===== src/rtl/pong_pkg.sv =====
// Shared widths, state encoding and derived constants for the Pong score path.
package pong_pkg;
  localparam int BIN_W      = 8;
  localparam int BCD_DIGITS = 2;
  localparam int BCD_W      = 4 * BCD_DIGITS;
  localparam int SCRATCH_W  = BCD_W + BIN_W;
  localparam int CNT_W      = $clog2(BIN_W);

  typedef enum logic [1:0] {
    IDLE  = 2'd0,
    SHIFT = 2'd1,
    DONE  = 2'd2
  } state_e;
endpackage


===== src/rtl/bcd_add3.sv =====
// Double-dabble digit correction: a nibble of 5 or more gets 3 added so the
// following left shift carries it correctly into the next decimal digit.
module bcd_add3 (
  input  logic [3:0] digit_i,
  output logic [3:0] digit_o
);
  assign digit_o = (digit_i >= 4'd5) ? digit_i + 4'd3 : digit_i;
endmodule


===== src/rtl/binary_to_bcd.sv =====
// Multi-cycle 8-bit binary to two-digit BCD converter (shift-and-add-3).
// One shift per clock; the result is held with completed high until the next start edge.
module binary_to_bcd
  import pong_pkg::*;
(
  input  logic             clock,
  input  logic             reset,
  input  logic             start,
  input  logic [BIN_W-1:0] binary,
  output logic [BCD_W-1:0] bcd,
  output logic             completed
);
  state_e               state_q;
  logic                 start_prev_q;
  logic [SCRATCH_W-1:0] scratch_q, scratch_d;
  logic [CNT_W-1:0]     cnt_q;
  logic [3:0]           tens_adj, units_adj;
  logic                 accept;

  bcd_add3 u_tens (.digit_i(scratch_q[15:12]), .digit_o(tens_adj));
  bcd_add3 u_units(.digit_i(scratch_q[11:8]),  .digit_o(units_adj));

  assign accept = start & ~start_prev_q;

  // Correct both digits first, then shift; any hundreds carry falls off the top.
  always_comb begin
    scratch_d = {tens_adj, units_adj, scratch_q[BIN_W-1:0]} << 1;
  end

  // NOTE: every register here uses <= so all state advances together on the
  // clock edge, and each one has an explicit reset value to keep outputs X-free.
  always_ff @(posedge clock or posedge reset) begin
    if (reset) begin
      state_q      <= IDLE;
      start_prev_q <= 1'b0;
      scratch_q    <= '0;
      cnt_q        <= '0;
      bcd          <= '0;
      completed    <= 1'b0;
    end else begin
      start_prev_q <= start;
      case (state_q)
        IDLE, DONE: begin
          if (accept) begin
            scratch_q <= {{BCD_W{1'b0}}, binary};
            cnt_q     <= '0;
            completed <= 1'b0;
            state_q   <= SHIFT;
          end
        end
        SHIFT: begin
          scratch_q <= scratch_d;
          cnt_q     <= cnt_q + 1'b1;
          if (cnt_q == CNT_W'(BIN_W - 1)) begin
            bcd       <= scratch_d[SCRATCH_W-1:BIN_W];
            completed <= 1'b1;
            state_q   <= DONE;
          end
        end
        default: state_q <= IDLE;
      endcase
    end
  end
endmodule


===== config.mk =====
export PLATFORM = sky130hd
export DESIGN_NAME = binary_to_bcd
export DESIGN_NICKNAME = d
export VERILOG_FILES = /design/src/rtl/pong_pkg.sv /design/src/rtl/bcd_add3.sv /design/src/rtl/binary_to_bcd.sv
export SDC_FILE = /design/constraint.sdc
export NUM_CORES = 1
export LEC_CHECK = 0
export CORE_UTILIZATION = 53
export DETAILED_ROUTE_END_ITERATION = 10
export PLACE_DENSITY = 0.78
export SLEW_MARGIN = 20
export SYNTH_ARGS = -nofsm -noshare
export SYNTH_HDL_FRONTEND = slang
export SYNTH_SLANG_ARGS = --single-unit

===== constraint.sdc =====
create_clock -name clock -period 2.3 [get_ports clock]
set_clock_uncertainty 0.15 [all_clocks]
set_input_delay 0.575 -clock clock [delete_from_list [all_inputs] [get_ports clock]]
set_output_delay 0.575 -clock clock [all_outputs]
set_load 0.01 [all_outputs]

======== Word level (Yosys, flattened, before mapping) ========
Index checks and enable logic that the tools add are counted.
storage, ports and cells
  register bits ........................... 31
  input bits .............................. 11
  output and inout port bits .............. 9
  logic and storage cells ................. 37
cells by class
  add/subtract/negate cells ............... 3
  order comparisons ....................... 2
  eq/ne operators ......................... 5
  muxes and demuxes ....................... 12
  bitwise operators ....................... 2
  reduce and logical (&&, ||, !) cells .... 7
operators with widths
  kind                                                                                 number
  16-bit one-hot mux with 2 select lines                                               1
  16-bit two-way mux                                                                   1
  4-bit by 3-bit greater-or-equal comparator with 1-bit output, second input constant  2
  3-bit two-way mux                                                                    2
  3-bit one-hot mux with 2 select lines                                                1
  2-bit AND reduction                                                                  3
  4-bit by 2-bit adder with 4-bit output, second input constant                        1
  2-bit two-way mux                                                                    2
  4-bit two-way mux                                                                    1
  2-bit inequality test, second input constant                                         2
  2-bit one-hot mux with 2 select lines                                                1
  3-bit by 1-bit adder with 3-bit output, second input constant                        1
  3-bit by 2-bit adder with 3-bit output, second input constant                        1
  3-bit == test, second input constant                                                 1
  3-bit AND reduction                                                                  1
  2-bit by 1-bit == test with 1-bit output, second input constant                      1
  2-bit == test, second input constant                                                 1
  2-bit logical NOT                                                                    1
  1-bit two-way mux                                                                    2
  1-bit one-hot mux with 2 select lines                                                1
  2-bit nonzero test                                                                   1
  2-bit OR reduction                                                                   1
  1-bit AND                                                                            1
  1-bit inverter                                                                       1

======== Depth between registers and ports, before layout ========
  depth after elaboration ................. 4
  depth in mapped cells ................... 6
  gate-level depth less buffers ........... 6

======== Hierarchy ========
A second synthesis with hierarchy kept.
unflattened totals
  cell total of the unflattened synthesis .. 125
  area, all modules ....................... 1549.0 um^2
modules (own cells, without submodules)
  module         instances  cells each  area each (um^2)
  binary_to_bcd  1          93          1346.3
  bcd_add3       2          16          101.3

======== Worst setup path after synthesis ========
OpenSTA, ideal clock, no wires.
  kind .................................... flip-flop to flip-flop
  start point ............................. register scratch_q[8]
  end point ............................... register scratch_q[10]
  library setup time ...................... 0.080 ns
  arrival time ............................ 1.399 ns
  required time ........................... 2.070 ns
  path slack .............................. 0.671 ns
  cell stages (with the launch flop) ...... 7
  path through ............................ dfrtp_1 > inv_1 > ha_1 > nand2b_1 > a21oi_2 > mux2_4 > o22ai_2
on the way
  cells in the longest elaborated chain, start to end .. 3
RTL lines
  item                                                                                                                           line                 RTL
  from (decl)                                                                                                                    binary_to_bcd.sv:15  logic [SCRATCH_W-1:0] scratch_q, scratch_d;
  from (signal assigned)                                                                                                         binary_to_bcd.sv:45  scratch_q <= {{BCD_W{1'b0}}, binary};
  from (signal assigned)                                                                                                         binary_to_bcd.sv:52  scratch_q <= scratch_d;
  4-bit by 2-bit adder with 4-bit output / 4-bit by 3-bit greater-or-equal comparator with 1-bit output (equally long branches)  bcd_add3.sv:7        assign digit_o = (digit_i >= 4'd5) ? digit_i + 4'd3 : digit_i;
  4-bit two-way mux (*)                                                                                                          bcd_add3.sv:7
  16-bit one-hot mux with 2 select lines (*)                                                                                     binary_to_bcd.sv:42  case (state_q)
Every way passes the cells marked *; elsewhere a longest branch is shown, timed or not.
A chain may end at the register's enable or synchronous reset.

======== Final worst setup path ========
  start point ............................. register bcd[0]
  end point ............................... output port bcd[0]
RTL lines
  item                    line                 RTL
  from (decl)             binary_to_bcd.sv:10  output logic [BCD_W-1:0] bcd,
  from (signal assigned)  binary_to_bcd.sv:55  bcd <= scratch_d[SCRATCH_W-1:BIN_W];
No word-level cell between the ends.

==> run summary <==
Traced cell by cell, the critical path runs through clkdlybuf4s50_1. The number of nets in the synthesized netlist is 160. The via count of the first global-routing pass is 948.

The share of synthesized area spent on multiplexers came out at 7.39%. The share of post-route cells with drive strength above 1 came out at 11.3%. The xor and xnor fraction of the mapped netlist area is 1.20%. The main combinational cell family by area after synthesis is compound AO/OA/AOI/OAI gates.

The most congested layer reported by global routing is met2. The starting density of the core is 57.2%. The clock-pin transition on the worst setup and hold timing paths came out at 0.09 ns.

The die span in y is 54.4 um. Global routing used 20.4% of the available tracks across all layers. The average wire per cell in the routed design is 12.1 um.

Each instance of the synthesized netlist takes up on average 10.2 sq um. The first TritonRoute pass finished after 2 iterations. The filler cell count in the final layout is 213. TritonCTS built the clock tree. For this design, the sink count on the clock tree is 31. The delay contributed by the slowest stage of the critical path is 0.55 ns. After detailed routing, the number of vias per cell comes to 5.17. The power consumption is 2280 uW.

The source of the worst register-to-register timing path is scratch_q[8]. The area enclosed by the die boundary came out at 0.00296 sq mm. The setup total negative slack came out at 0 ns. The final net count is 184. The die is 54.4 um wide. The number of pins exceeding their max-slew limit in the final report was 0. The flip-flop and latch count after synthesis came out at 31. CTS built an H-tree with a depth of 2. The worst hold slack is 0.335 ns. The number of cells on the worst hold path is 2.

For hold timing, the worst endpoint is bcd[5]. The core region area is 0.00254 sq mm. Broken down by cell family, the worst path's largest delay share belongs to buffers and inverters.

The initial antenna violation count came out at 0. The buffers plus inverters on the worst setup path is 1. The peak supply drop came out at 0.000823 V. The kind of path behind the tightest hold check is flop to flop. The first-pass GRT wire length came out at 4.11 mm. The placer congestion estimate is 0.734. The met1 layer usage reported by global route came out at 24.1%. The number of antenna-violating nets in the routed design came out at 0.

The hold buffer count at cts came out at 0. Static timing analysis puts the maximum clock frequency at 510 MHz. The cell leakage power is 0.000781 uW.

The unique cell type count in the Yosys netlist is 29. The share of the cycle needed by the critical path after routing is 85.2%. Power spread over the standard cell area amounts to 1310 mW/mm^2.

The total of buffers placed on input and output ports is 19. The repair_antennas step left the layout with diodes totalling 0. After technology mapping, the gate count stands at 143. The worst setup path is captured at an output port.

The pin count of the biggest net entering global routing came out at 32. The hold path startpoint is bcd[5]. Of the total synthesized cell area, the portion taken by AND, OR, NAND and NOR gates is 13.7%.

The Yosys warning count came out at 0. The top-level port count is 20. STA classifies the critical path startpoint as a flop. The clock buffer count from CTS came out at 5.

The maximum fanout along the worst path is 2. For the worst flop-to-flop path, the logic depth is 6. The worst flop-to-flop path endpoint is scratch_q[10].

In this run the register-to-register setup slack is 0.48 ns. The detailed-route DRC error count came out at 0. The critical path's slowest cell is clkdlybuf4s50_1.

The worst setup path category is flop to output port. The clock insertion delay at the later pin of the skew report is 0.32 ns. Headroom to the max-slew limit came out at 58.1%. The cell sitting at the root of the clock tree is a clkbuf_4. The count of final hold-check violations was 0. The sequential cell area fraction in the yosys report is 53.3%.

The top cell types in the final layout, fill and taps aside, are nand2_1 (31), dfrtp_1 (31), o21ai_1 (20), clkdlybuf4s50_1 (19). The routed layout has 1,023 vias. Data on the critical path arrives at its endpoint at 1.23 ns. The netlist area before placement came out at 0.00146 sq mm. The fraction of the mapped netlist area in compound gates is 14.3%.

The flow ran to the end, and the final reports show no timing, DRC or antenna violations. The remaining global-route overflow came out at 0. The cell row count came out at 18. The tool flagged a number of max-cap violations equal to 0. The area overhead of the layout relative to synthesis is 19.8%. Setup violations remaining at the end of the flow were counted as 0. The number of gates resized after CTS came out at 0. The post-route core utilization came out at 68.5%.

The transition at the pin with the smallest max-transition slack is 0.629 ns. The post-synthesis adder-cell area fraction is 5.16%. Summed over all layers, the routed wires come to 2.40 mm.

The met2 capacity usage during global routing came out at 33.7%. For this block, the initial DRC count from the detailed router was 14. The required time at the endpoint of the critical path is 1.57 ns. The post-layout minimum cycle time is 1.96 ns. The number of setup buffers added after CTS is 0. The buffer depth of the longest clock path came out at 2. Detailed placement finished with a half-perimeter wire length of 1.74 mm. Setup repair after global routing left no endpoint under its margin. The global-route met3 utilization came out at 7.50%.
cell type report:
class / count / area (sq um) / area share [%]
Clock buffer: 8 / 68.8 / 3.95
Sequential cell: 31 / 776 / 44.5
Timing Repair Buffer: 24 / 228 / 13.1
Inverter: 7 / 26.3 / 1.51
Tap cell: 30 / 37.5 / 2.15
Multi-Input combinational cell: 98 / 607 / 34.8
tightest hold or removal path: stages, from the launching register on:
cell and delay, ns:
dfrtp_1 0.35, nand2_1 0.05, o21ai_1 0.06
power by group:
part	switching (uW)	internal, uW
clock	170	180
combinational	535	488
sequential	144	765
total	849	1430
Yosys cell counts:
cell / n / area (sq um)
dfrtp_1: 31 / 776
nand2_1: 31 / 116
o21ai_1: 20 / 100
inv_1: 7 / 26.3
mux2i_1: 7 / 70.1
ha_1: 6 / 75.1
buf_2: 4 / 20.0
o22ai_1: 4 / 25.0
a21oi_1: 3 / 15.0
nand2b_1: 3 / 18.8
o21ai_0: 3 / 15.0
a21oi_2: 2 / 17.5
buf_4: 2 / 15.0
nor2_1: 2 / 7.51
nor3_1: 2 / 10.0
nor3b_1: 2 / 15.0
xnor2_1: 2 / 17.5
a21boi_0: 1 / 7.51
and2b_1: 1 / 7.51
buf_6: 1 / 11.3
mux2_1: 1 / 11.3
mux2_2: 1 / 11.3
mux2_4: 1 / 15.0
nand2_2: 1 / 6.26
nand3_1: 1 / 5.00
nor3b_2: 1 / 12.5
o21bai_1: 1 / 7.51
o22ai_2: 1 / 12.5
o31ai_1: 1 / 7.51
kinds of logic (layout without fill, tap and decap cells):
logic type / count (synthesis) / after routing
xor+xnor: 2 / 2
flops: 31 / 31
buf+inv: 14 / 39
mux: 10 / 10
compound gates: 36 / 36
simple gates: 44 / 44
fa+ha+maj: 6 / 6
registers in the layout (all words and copies together) (netlist names):
register      count
state_q           2
bcd               8
start_prev_q      1
cnt_q             3
completed         1
scratch_q        16
worst max-delay path by stage:
stage	from	end	depth (start not counted)	slack [ns]
after floorplan	scratch_q[8]	scratch_q[10]	6	0.67
after global placement	start	scratch_q[1]	5	0.21
after detailed placement	start	scratch_q[6]	5	0.08
after CTS	bcd[0]	bcd[0]	1	0.32
after global routing	bcd[7]	bcd[7]	1	0.29
final	bcd[0]	bcd[0]	1	0.34
metrics by stage:
stage          instances  setup slack (ns)  cell area, sq um
2_1_floorplan        143             0.671              1460
3_3_place_gp         190             0.209              1670
3_5_place_dp         190            0.0802              1670
4_1_cts              198             0.319              1740
5_1_grt              198             0.294              1740
6_report             198             0.341              1740
layer usage:
layer	wire, um	vias up	part of all wire [%]
met2	1140	19	48
met3	94	7	3.9
met5	0	-	0
met1	1130	462	47
met4	35	0	1.5
li1	-	535	-
Power figures use the tool's default switching activity.
